## src/rtl/mem_access_unit.sv

```systemverilog
// Load/store stage ahead of the data RAM: one request at a time, big-endian
// lane steering, load extension, alignment check, LL/SC link bit and flush.
module mem_access_unit #(
  parameter int unsigned ADDR_W = 32,
  parameter int unsigned REG_W  = 5
) (
  input  logic              clk,
  input  logic              rst,
  input  logic              flush,
  input  logic              req_valid,
  output logic              req_ready,
  input  logic [3:0]        req_op,
  input  logic [ADDR_W-1:0] req_addr,
  input  logic [31:0]       req_wdata,
  input  logic [REG_W-1:0]  req_rd,
  output logic              resp_valid,
  input  logic              resp_ready,
  output logic [31:0]       resp_data,
  output logic [REG_W-1:0]  resp_rd,
  output logic              resp_we,
  output logic              resp_exc,
  output logic [ADDR_W-1:0] resp_badaddr,
  output logic              ram_ce,
  output logic              ram_we,
  output logic [ADDR_W-1:0] ram_addr,
  output logic [3:0]        ram_sel,
  output logic [31:0]       ram_wdata,
  input  logic [31:0]       ram_rdata,
  output logic              llbit
);

  typedef enum logic [1:0] {S_IDLE, S_ACCESS, S_RESP} state_t;

  state_t              r_state, w_next;
  logic [3:0]          r_op;
  logic [ADDR_W-1:0]   r_addr;
  logic [31:0]         r_wdata;
  logic [REG_W-1:0]    r_rd;
  logic                r_llbit;
  logic [31:0]         r_resp_data;
  logic [REG_W-1:0]    r_resp_rd;
  logic                r_resp_we;
  logic                r_resp_exc;
  logic [ADDR_W-1:0]   r_resp_badaddr;

  logic        w_load, w_store, w_sc, w_ll, w_rsvd, w_byte, w_half, w_word, w_mis;
  logic        w_go, w_ce;
  logic [3:0]  w_sel;
  logic [31:0] w_wrep, w_ldata, w_rdata;
  logic [7:0]  w_b;
  logic [15:0] w_h;
  logic        w_rwe, w_rexc;

  always_comb begin
    w_load  = (r_op <= 4'd4) || (r_op == 4'd8);
    w_store = (r_op >= 4'd5) && (r_op <= 4'd7);
    w_sc    = (r_op == 4'd9);
    w_ll    = (r_op == 4'd8);
    w_rsvd  = (r_op >= 4'd10);
    w_byte  = (r_op == 4'd0) || (r_op == 4'd1) || (r_op == 4'd5);
    w_half  = (r_op == 4'd2) || (r_op == 4'd3) || (r_op == 4'd6);
    w_word  = !w_rsvd && !w_byte && !w_half;
    w_mis   = (w_half && r_addr[0]) || (w_word && (r_addr[1:0] != 2'b00));

    w_sel  = '0;
    w_wrep = r_wdata;
    if (w_byte) begin
      w_sel  = 4'b1000 >> r_addr[1:0];
      w_wrep = {4{r_wdata[7:0]}};
    end else if (w_half) begin
      w_sel  = r_addr[1] ? 4'b0011 : 4'b1100;
      w_wrep = {2{r_wdata[15:0]}};
    end else if (w_word) begin
      w_sel  = 4'b1111;
    end

    // Offset 0 is the most significant lane (big-endian).
    case (r_addr[1:0])
      2'd0:    w_b = ram_rdata[31:24];
      2'd1:    w_b = ram_rdata[23:16];
      2'd2:    w_b = ram_rdata[15:8];
      default: w_b = ram_rdata[7:0];
    endcase
    w_h = r_addr[1] ? ram_rdata[15:0] : ram_rdata[31:16];

    case (r_op)
      4'd0:    w_ldata = {{24{w_b[7]}}, w_b};
      4'd1:    w_ldata = {24'd0, w_b};
      4'd2:    w_ldata = {{16{w_h[15]}}, w_h};
      4'd3:    w_ldata = {16'd0, w_h};
      default: w_ldata = ram_rdata;
    endcase

    w_go = (r_state == S_ACCESS) && !flush;
    w_ce = w_go && !w_rsvd && !w_mis && !(w_sc && !r_llbit);

    w_rdata = '0;
    w_rwe   = 1'b0;
    w_rexc  = 1'b0;
    if (!w_rsvd) begin
      if (w_mis) begin
        w_rexc = 1'b1;
      end else if (w_load) begin
        w_rdata = w_ldata;
        w_rwe   = 1'b1;
      end else if (w_sc) begin
        w_rdata = {31'd0, r_llbit};
        w_rwe   = 1'b1;
      end
    end
  end

  assign ram_ce    = w_ce;
  assign ram_we    = w_ce && (w_store || w_sc);
  assign ram_addr  = (r_state == S_ACCESS) ? r_addr : '0;
  assign ram_sel   = (r_state == S_ACCESS) ? w_sel  : '0;
  assign ram_wdata = (r_state == S_ACCESS) ? w_wrep : '0;

  assign req_ready    = (r_state == S_IDLE) && !flush;
  assign resp_valid   = (r_state == S_RESP);
  assign resp_data    = r_resp_data;
  assign resp_rd      = r_resp_rd;
  assign resp_we      = r_resp_we;
  assign resp_exc     = r_resp_exc;
  assign resp_badaddr = r_resp_badaddr;
  assign llbit        = r_llbit;

  always_comb begin
    w_next = r_state;
    case (r_state)
      S_IDLE:   if (req_valid && req_ready) w_next = S_ACCESS;
      S_ACCESS: w_next = S_RESP;
      S_RESP:   if (resp_ready) w_next = S_IDLE;
      default:  w_next = S_IDLE;
    endcase
    if (flush) w_next = S_IDLE;
  end

  always_ff @(posedge clk or negedge rst) begin
    if (!rst) begin
      r_state        <= S_IDLE;
      r_op           <= '0;
      r_addr         <= '0;
      r_wdata        <= '0;
      r_rd           <= '0;
      r_llbit        <= 1'b0;
      r_resp_data    <= '0;
      r_resp_rd      <= '0;
      r_resp_we      <= 1'b0;
      r_resp_exc     <= 1'b0;
      r_resp_badaddr <= '0;
    end else begin
      r_state <= w_next;
      if (r_state == S_IDLE && req_valid && req_ready) begin
        r_op    <= req_op;
        r_addr  <= req_addr;
        r_wdata <= req_wdata;
        r_rd    <= req_rd;
      end
      if (w_go) begin
        r_resp_data    <= w_rdata;
        r_resp_rd      <= r_rd;
        r_resp_we      <= w_rwe;
        r_resp_exc     <= w_rexc;
        r_resp_badaddr <= w_rexc ? r_addr : '0;
      end
      // Flush beats a same-cycle LL set.
      if (flush)
        r_llbit <= 1'b0;
      else if (w_go && !w_mis && w_ll)
        r_llbit <= 1'b1;
      else if (w_go && !w_mis && w_sc)
        r_llbit <= 1'b0;
    end
  end

endmodule

```

## config.mk

```make
export PLATFORM = sky130hd
export DESIGN_NAME = mem_access_unit
export DESIGN_NICKNAME = d
export VERILOG_FILES = /design/src/rtl/mem_access_unit.sv
export SDC_FILE = /design/constraint.sdc
export NUM_CORES = 1
export LEC_CHECK = 0
export CORE_MARGIN = 10
export CORE_UTILIZATION = 45
export CTS_CLUSTER_DIAMETER = 50
export CTS_CLUSTER_SIZE = 20
export DETAILED_ROUTE_END_ITERATION = 10
export PLACE_DENSITY = 0.8
export SLEW_MARGIN = 25
export SYNTH_ARGS = -nofsm -noshare
export SYNTH_HDL_FRONTEND = slang
export SYNTH_SLANG_ARGS = --single-unit
```

## constraint.sdc

```tcl
create_clock -name clk -period 2.5 [get_ports clk]
set_input_delay 0.625 -clock clk [delete_from_list [all_inputs] [get_ports clk]]
set_output_delay 0.625 -clock clk [all_outputs]
set_load 0.05 [all_outputs]
```

==> metrics.yaml <==
ys.flop_type: "dfrtp_1"
num_vias: 6352
antenna_found_initial: 3
cts_sinks: 147
areaGrowthSynthToFinish_pct: 67.2
cp-start-kind: "flip-flop"
ir_drop_mv: 0.541
final.setup_skew_ns: 0.00627
fmax_mhz: 375
yosys.area_share.simple: 0.154
crit_required_ns: 1.88
ys_types: 44
whs_ns: 0.0833
synth_top_family_by_area: "simple AND/OR/NAND/NOR gates"
cts_max_path_buffers: 2
post-route-util: 0.771
cap_violations: 0
initial_utilization: 0.461
place.port_buffers: 253
grt_max_degree: 52
yosysWarnings: 0
fillCellCount: 998
syn-num-nets: 785
cts.htree.levels: 4
synth_xor_area_frac: 0
drtIter0Drc: 411
finalPower_mw: 11.0
gp_congestion: 0.882
synth_cells: 675
rsz0062_at_grt: "true"
dp_slack_ns: -0.190
die_area_um2: 21100
synth-seq-cells: 147
max_slew_margin: 0.441
multi_input_area_um2: 3430
core-area_um2: 15300
clk_latency_ns: 0.42
synth_area_um2: 7060
crit_slowest_cell: "dfrtp_2"
synth_compound_area_frac: 0.149
worst_slew_pin_slew_ns: 0.833
hp-class: "input pin to async pin"
reg2reg_depth: 6
dr.pass1.iters: 5
routedWlPerCell_um: 21.3
cpMostUsedCell: "buf_12"
critPathMaxStageDelay_ns: 0.43
grt_usage: 0.230
violations: "negative setup slack"
cts_made_buffers: 17
synth_async_sr_flop_share: 1.00
core.rowCount: 45
gr-total-overflow: 0
ant_nets: 0
hold_viol_final: 0
yosysSeqAreaShare: 0.521
final_nets: 1055
cts_root_buf: "clkbuf_16"
fin_crit_ns: 2.66
grt_pass1_vias: 6617
layout_common_cells: "clkdlybuf4s50_1, dfrtp_1, nand2_1"
cp.arrival_ns: 2.04
outcome: "finished, violations left"
grt_pass1_wl_um: 38700
power_density_nw_per_um2: 927
drive_above_1_share: 0.320
die_h_um: 145
endpoint_kind: "primary output"
die_w_um: 145
setup_viol: 30
p_leak_nw: 4.99
synth.mux.area_fraction: 0.140
hpwl_um: 18300
crit_type: "flip-flop to primary output"
slew_violations: 0
ios: 254
route.detailed.drc: 0
postCtsHoldBufs: 0
cts_tree: "built"
crit_path_cell_trace: "inv_2 -> a211o_1 -> buf_12 -> buf_4 -> nand2_4 -> nand2_2 -> a21oi_4 -> buf_12"
vias_per_cell: 5.42
synth_edf_count: 0
synth_area_per_cell_um2: 10.5
wl_um: 25000
clkTransAtPathRegs_ns: 0.06
cp_max_fo: 12
fin_crit_sh: 1.07
setup_ws_ns: -0.164
synthAdderAreaFrac: 0
seq_area_um2: 3680
final_common_cell: "clkdlybuf4s50_1"
==> timing repair <==
item	in CTS	in global routing
gates resized for setup	19	20
setup buffers	1	7
endpoints found under the hold margin	0	0
pin swaps	7	11
endpoints found under the setup margin	31	32
==> per-stage QoR <==
step,cells,cell area (µm²),setup TNS [ns]
after CTS,1162,11700,-3.39
after floorplan,675,7260,-0.0987
final,1171,11800,-2.93
after detailed placement,1129,11000,-1.87
after global routing,1170,11800,-4.89
after global placement,1129,11000,-0.697
==> sequential cells by signal, summed over array words and instances (netlist names) <==
| register | flops |
|---|---|
| r_addr | 32 |
| r_wdata | 32 |
| resp_badaddr | 32 |
| resp_data | 32 |
| r_rd | 5 |
| resp_rd | 5 |
| r_op | 4 |
| r_state | 2 |
| llbit | 1 |
| resp_exc | 1 |
| resp_we | 1 |
==> area by class of cell <==
type | instances | share of cell area
inverter | 9 | 0.00286
multi-input combinational | 468 | 0.290
timing repair buffer | 302 | 0.317
clock inverter | 13 | 0.0165
antenna | 2 | 0.000424
tap | 211 | 0.0224
clock buffer | 19 | 0.0383
sequential | 147 | 0.312
==> logic make-up after synthesis <==
| family | count (synthesis) |
|---|---|
| AOI/OAI and AO/OA | 154 |
| buffers and inverters | 60 |
| DFF | 147 |
| muxes | 88 |
| and+or+nand+nor | 226 |
==> power breakdown <==
group | switching (mW) | total (mW) | internal, mW
clock network | 1.06 | 2.80 | 1.74
logic | 2.86 | 4.79 | 1.93
registers | 0.407 | 3.36 | 2.96
total | 4.33 | 11.0 | 6.63
==> worst paths after layout <==
| kind | end | slack (ns) | from |
|---|---|---|---|
| max | ram_wdata[19] | -0.16 | r_op[1] |
| min | resp_data[9] | 0.08 | rst |
| max reg2reg | resp_data[17] | 0.22 | r_addr[0] |
| min reg2reg | resp_rd[1] | 0.47 | r_rd[1] |
| max in group asynchronous | r_wdata[17] | 1.79 | rst |
| min in group clk | resp_rd[1] | 0.47 | r_rd[1] |
==> worst max-delay path, delay by kind of cell (launching register included) <==
kind / cells / cell delay (ns)
buf+inv: 4 / 0.51
compound gates: 2 / 0.44
flops: 1 / 0.43
simple gates: 2 / 0.22
==> cell usage after synthesis, drive strengths merged, types with 3 or more instances <==
library cell  count  share of area
dfrtp           147           0.52
nand2            95          0.050
mux2             79           0.13
a21oi            45          0.032
and2             43          0.038
nor2             35          0.019
o21ai            33          0.029
a22o             32          0.040
clkbuf           30          0.016
buf              21          0.015
nor3             17          0.013
inv               9         0.0048
o31ai             9         0.0096
mux2i             8          0.011
nand2b            8         0.0071
nor3b             8         0.0085
o22ai             7         0.0062
a32o              6         0.0085
nor2b             6         0.0053
o21bai            6         0.0064
a31oi             4         0.0035
or2               4         0.0035
a21o              3         0.0043
==> layer usage <==
layer	wire length, µm	share of wire	vias to the layer above	GRT usage
met5	0	0	-	0
met3	2680	0.11	31	0.104
li1	-	-	2911	-
met1	9590	0.38	3123	0.264
met2	12300	0.49	287	0.377
met4	439	0.018	0	0.0683
(Power assumes the default switching activity.)
